===== src/rtl/block_ram_data_arbiter.sv =====
// Command-port arbiter and layer-burst sequencer for the activation RAM.
// Define WR_PREEMPT_EN to let single writes preempt reads inside a burst.
module block_ram_data_arbiter #(
    parameter int DATA_WIDTH                    = 32,
    parameter int LAYER_WIDTH                   = 2,
    parameter int ADDR_WIDTH                    = 5,
    parameter int NUMBER_OF_INPUT_NODE          = 2,
    parameter int NUMBER_OF_HIDDEN_NODE_LAYER_1 = 32,
    parameter int NUMBER_OF_HIDDEN_NODE_LAYER_2 = 32,
    parameter int NUMBER_OF_OUTPUT_NODE         = 3
) (
    input  logic                   clk,
    input  logic                   rst,
    input  logic                   i_wr_valid,
    input  logic [LAYER_WIDTH-1:0] i_wr_layer,
    input  logic [ADDR_WIDTH-1:0]  i_wr_addr,
    input  logic [DATA_WIDTH-1:0]  i_wr_data,
    output logic                   o_wr_ready,
    output logic                   o_wr_err,
    input  logic                   i_rd_start,
    input  logic [LAYER_WIDTH-1:0] i_rd_layer,
    output logic                   o_rd_busy,
    output logic                   o_rd_done,
    output logic                   o_ram_enable,
    output logic                   o_ram_rw_select,
    output logic [LAYER_WIDTH-1:0] o_ram_layer,
    output logic [ADDR_WIDTH-1:0]  o_ram_addr,
    output logic [DATA_WIDTH-1:0]  o_ram_data,
    input  logic                   i_ram_data_valid
);

    localparam int CW = ADDR_WIDTH + 1;

    typedef enum logic [1:0] {IDLE, READ, DRAIN} state_t;

    state_t                 state;
    logic                   last_rd;
    logic [LAYER_WIDTH-1:0] rd_layer;
    logic [CW-1:0]          addr_cnt;
    logic [CW-1:0]          ret_cnt;
    logic [CW-1:0]          rd_n;
    logic [CW-1:0]          wr_n;
    logic                   wr_ok;
    logic                   rd_grant;
    logic                   wr_grant;

    function automatic logic [CW-1:0] node_count(input logic [LAYER_WIDTH-1:0] layer);
        logic [CW-1:0] n;
        if (layer == LAYER_WIDTH'(0))
            n = CW'(NUMBER_OF_INPUT_NODE);
        else if (layer == LAYER_WIDTH'(1))
            n = CW'(NUMBER_OF_HIDDEN_NODE_LAYER_1);
        else if (layer == LAYER_WIDTH'(2))
            n = CW'(NUMBER_OF_HIDDEN_NODE_LAYER_2);
        else
            n = CW'(NUMBER_OF_OUTPUT_NODE);
        return n;
    endfunction

    always_comb begin
        rd_n     = node_count(rd_layer);
        wr_n     = node_count(i_wr_layer);
        wr_ok    = {1'b0, i_wr_addr} < wr_n;
        rd_grant = 1'b0;
        wr_grant = 1'b0;
        if (!rst) begin
            unique case (state)
                IDLE: begin
                    // On a tie the requester that did not win last time goes first
                    rd_grant = i_rd_start && (!i_wr_valid || !last_rd);
                    wr_grant = i_wr_valid && !rd_grant;
                end
                READ: begin
`ifdef WR_PREEMPT_EN
                    wr_grant = i_wr_valid;
`endif
                end
                default: ;
            endcase
        end
    end

    assign o_wr_ready = wr_grant;

    always_ff @(posedge clk or posedge rst) begin
        if (rst) begin
            state           <= IDLE;
            last_rd         <= 1'b1;
            rd_layer        <= '0;
            addr_cnt        <= '0;
            ret_cnt         <= '0;
            o_wr_err        <= 1'b0;
            o_rd_busy       <= 1'b0;
            o_rd_done       <= 1'b0;
            o_ram_enable    <= 1'b0;
            o_ram_rw_select <= 1'b0;
            o_ram_layer     <= '0;
            o_ram_addr      <= '0;
            o_ram_data      <= '0;
        end else begin
            o_ram_enable <= 1'b0;
            o_wr_err     <= 1'b0;
            o_rd_done    <= 1'b0;

            if (wr_grant) begin
                last_rd <= 1'b0;
                if (wr_ok) begin
                    o_ram_enable    <= 1'b1;
                    o_ram_rw_select <= 1'b0;
                    o_ram_layer     <= i_wr_layer;
                    o_ram_addr      <= i_wr_addr;
                    o_ram_data      <= i_wr_data;
                end else begin
                    o_wr_err <= 1'b1;
                end
            end

            unique case (state)
                IDLE: begin
                    if (rd_grant) begin
                        rd_layer  <= i_rd_layer;
                        addr_cnt  <= '0;
                        ret_cnt   <= '0;
                        o_rd_busy <= 1'b1;
                        last_rd   <= 1'b1;
                        state     <= READ;
                    end
                end
                READ: begin
                    if (i_ram_data_valid)
                        ret_cnt <= ret_cnt + CW'(1);
                    // A preempting write takes this slot; addr_cnt holds
                    if (!wr_grant) begin
                        o_ram_enable    <= 1'b1;
                        o_ram_rw_select <= 1'b1;
                        o_ram_layer     <= rd_layer;
                        o_ram_addr      <= addr_cnt[ADDR_WIDTH-1:0];
                        o_ram_data      <= '0;
                        addr_cnt        <= addr_cnt + CW'(1);
                        if (addr_cnt == rd_n - CW'(1))
                            state <= DRAIN;
                    end
                end
                DRAIN: begin
                    if (ret_cnt == rd_n) begin
                        o_rd_done <= 1'b1;
                        o_rd_busy <= 1'b0;
                        state     <= IDLE;
                    end else if (i_ram_data_valid) begin
                        ret_cnt <= ret_cnt + CW'(1);
                    end
                end
                default: state <= IDLE;
            endcase
        end
    end

endmodule


===== config.mk =====
export PLATFORM = sky130hd
export DESIGN_NAME = block_ram_data_arbiter
export DESIGN_NICKNAME = d
export VERILOG_FILES = /design/src/rtl/block_ram_data_arbiter.sv
export SDC_FILE = /design/constraint.sdc
export NUM_CORES = 1
export LEC_CHECK = 0
export CORE_MARGIN = 8
export CORE_UTILIZATION = 45
export CTS_CLUSTER_DIAMETER = 150
export DETAILED_ROUTE_END_ITERATION = 8
export PLACE_DENSITY = 0.75
export REMOVE_ABC_BUFFERS = 1
export SLEW_MARGIN = 10
export SYNTH_ARGS = -nofsm -noshare
export SYNTH_HDL_FRONTEND = slang
export SYNTH_SLANG_ARGS = --single-unit

===== constraint.sdc =====
create_clock -name clk -period 3.1 [get_ports clk]
set_clock_uncertainty 0.2 [all_clocks]
set_input_delay 0.62 -clock clk [delete_from_list [all_inputs] [get_ports clk]]
set_output_delay 0.62 -clock clk [all_outputs]
set_load 0.005 [all_outputs]

==> summary.md <==
| Metric | Value |
|---|---|
| Vias in the first global route | `between 2000 and 2500` |
| Largest net degree at the start of global routing | `just over 40` |
| Yosys reg bits | `61` |
| Clock-pin slew on the worst setup and hold paths | `~60 ps` |
| Root buffer cell | `clkbuf_8` |
| Req. time, crit path | `2280 ps` |
| Synth Cell Area | `about 2800 um2` |
| Vias per cell | `5.483` |
| Critical Path Max Stage Delay | `530 ps` |
| Cell with the most instances after synthesis | `dfrtp_1` |
| Number of clock sinks | `61` |
| Final Hold Viols | `0` |
| Die area | `between 8000 and 9000 um2` |
| H-Tree Depth | `3` |
| Max Slew Vio Count | `0` |
| WHS | `about 280 ps` |
| Core Box Area | `5921 um2` |
| WS Path Type | `in -> out` |
| Syn avg cell area | `11.51 um2` |
| Worst EP arrival | `~2000 ps` |
| Delay-heaviest family, CP | `buffers and inverters` |
| Initial DRC Count | `92` |
| Status | `complete, no violations` |
| P&R area growth vs syn | `46.65%` |
| Relative slew margins | `between 60% and 70%` |
| Tmin final | `2849 ps` |
| Crit path launch | `rst` |
| Top post-synthesis cells by count | `dfrtp_1, a22o_1, nand2_1` |
| Pre-Repair DR Iteration Count | `4` |
| Synth top area share | `54.35%` |
| Filler cells | `432` |
| DPL Wire Length | `5527 um` |
| Synth async-reset ratio | `100.0%` |
| Antenna Cells | `0` |
| I/O Buffers | `90` |
| Synth cell types | `between 40 and 50` |
| Levels on crit path | `5` |
| CP Launch Type | `primary input` |
| CP Buf/Inv Count | `3` |
| Worst vdd ir | `0.5090 mV` |
| FP Rows | `28` |
| Sequential element share of the synthesized area | `a little under three fifths` |
| Ports | `91` |
| Drt drc | `0` |
| GRT Residual Overflow | `0` |
| Die height | `between 90 and 100 um` |
| WL/cell | `17.61 um` |
| Clk_lat worst skew | `330 ps` |
| Top FF cell, synth | `dfrtp_1` |
| First-pass GRT wire length | `11400 um` |
| Worst r2r src | `rd_layer[0]` |
| Hold Crit Class | `reg -> reg` |
| Starting Density | `between 40% and 50%` |
| Dpl ws | `75.43 ps` |
| RSZ-0062 raised after global routing | `false` |
| Finished Cell Area | `4051 um2` |
| CP endpoint | `o_wr_ready` |
| Nets@finish | `394` |
| Slowest cell on the critical path | `clkdlybuf4s50_1` |
| Placed Area | `3811 um2` |
| CTS resizes | `0` |
| Gr usage total | `between 10% and 20%` |
| Routed Antenna Nets | `0` |
| Critical Path End Type | `output pin` |
| Crit-path max FO | `4` |
| Synth area leaders | `dfrtp_1, a22o_1, ha_1` |
| Final worst slack | `251.4 ps` |
| Static Leak | `1.845 nW` |
| GP Congestion | `0.8190` |
| Cell Chain, Critical Path | `clkdlybuf4s50_1 > nor2b_1 > nand3_1 > inv_1 > clkdlybuf4s50_1` |
| Synth Instances | `240` |
| Largest area contributor in the netlist | `dfrtp_1` |
| Endpoints failing setup | `0` |
| Max cap viols | `0` |
| R2R setup slack | `750 ps` |
| Setup TNS | `0 ps` |
| Yosys Warn Count | `0` |
| Worst-Margin Slew | `529.7 ps` |
| Period utilization | `91.89%` |
| P per Cell Area | `938.5 nW/um2` |
| Fraction of layout cells with a size suffix above 1 | `10.20%` |
| Fmax | `351.1 MHz` |
| Setup bufs post-CTS | `0` |
| Initial antenna violation count | `0` |
| Post-synth EDFFs | `0` |
| Post-Route WL | `about 7400 um` |
| R2R depth | `6` |
| CTS tree | `done` |
| TritonCTS Buffers | `9` |
| Routed vias | `2292` |
| Die W | `94.36 um` |
| CP dominant cell by count | `clkdlybuf4s50_1` |
| FF-to-FF End | `state[0]` |
| Hold_buf cts | `0` |
| Clock buffer depth | `2` |
## kinds of logic after synthesis
family | count (synthesis) | share of synthesized area [%]
flip-flops | 61 | 55.30
multiplexers | 4 | 1.630
AO/OA/AOI/OAI | 73 | 21.65
XOR/XNOR | 3 | 0.9513
AND/OR/NAND/NOR | 64 | 12.14
adder cells (fa/ha/maj) | 10 | 4.529
buffers and inverters | 25 | 3.805
## routing by layer
metal | share of wire (%) | wire length (um) | track usage [%]
met5 | 0 | 0 | 0
met4 | 1.2 | 89 | 5.945
met3 | 12 | 896 | 6.508
met1 | 43 | 3142 | 20.95
met2 | 44 | 3232 | 25.20
## how the worst min path moves through the flow
stage	from	to	slack, ps	depth (start not counted)
after floorplan	o_ram_addr[3]	o_ram_addr[3]	270	1
after global placement	o_ram_addr[2]	o_ram_addr[2]	270	1
after detailed placement	o_ram_addr[2]	o_ram_addr[2]	270	1
after CTS	o_ram_addr[4]	o_ram_addr[4]	280	1
after global routing	o_ram_addr[2]	o_ram_addr[2]	310	1
final	o_ram_addr[4]	o_ram_addr[4]	280	1
## worst register-to-register path: stages, from the launching register on
cell	delay (ps)
dfrtp_1	350
inv_1	80
ha_1	350
or4_4	440
a2111oi_4	400
o211ai_2	120
mux2_4	300
## per-stage QoR
step	total power [mW]	utilization (%)	cells
floorplan	2.207	-	227
global placement	2.923	64.37	402
detailed placement	2.974	64.37	402
CTS	3.838	68.43	418
global route	4.041	68.43	418
finish	3.802	68.43	418
## power by group
| group | total [mW] | switching (mW) | internal (mW) |
|---|---|---|---|
| combinational | 1.67 | 0.784 | 0.882 |
| clock | 0.847 | 0.292 | 0.555 |
| sequential | 1.29 | 0.224 | 1.06 |
## state kept, by name (all words and copies together) (netlist names)
| signal | flops |
|---|---|
| o_ram_rw_select | 1 |
| o_ram_layer | 2 |
| o_rd_done | 1 |
| o_ram_data | 32 |
| o_wr_err | 1 |
| rd_layer | 2 |
| addr_cnt | 6 |
| last_rd | 1 |
| state | 2 |
| o_ram_addr | 5 |
| o_ram_enable | 1 |
| ret_cnt | 6 |
| o_rd_busy | 1 |
## final cells by class
| cell class | count | area [um2] | share of cell area (%) |
|---|---|---|---|
| Timing Repair Buffer | 100 | 1001 | 24.71 |
| Multi-Input combinational cell | 154 | 1144 | 28.23 |
| Tap cell | 75 | 93.84 | 2.316 |
| Clock inverter | 4 | 95.09 | 2.347 |
| Sequential cell | 61 | 1528 | 37.71 |
| Clock buffer | 12 | 145.1 | 3.582 |
| Inverter | 12 | 45.04 | 1.112 |
## placed cells by master, fill, tap and decap left out, types with 4 or more instances in the layout
master            n
a21o_1            5
a21oi_1           4
a22o_1           40
and3_1            4
buf_4             8
clkbuf_8         10
clkdlybuf4s50_1  90
dfrtp_1          60
ha_1             10
inv_1             9
nand2_1          21
nand2b_1          4
nand3_1           8
nor2_1            7
o21ai_1           9
Power figures use the tool's default switching activity.
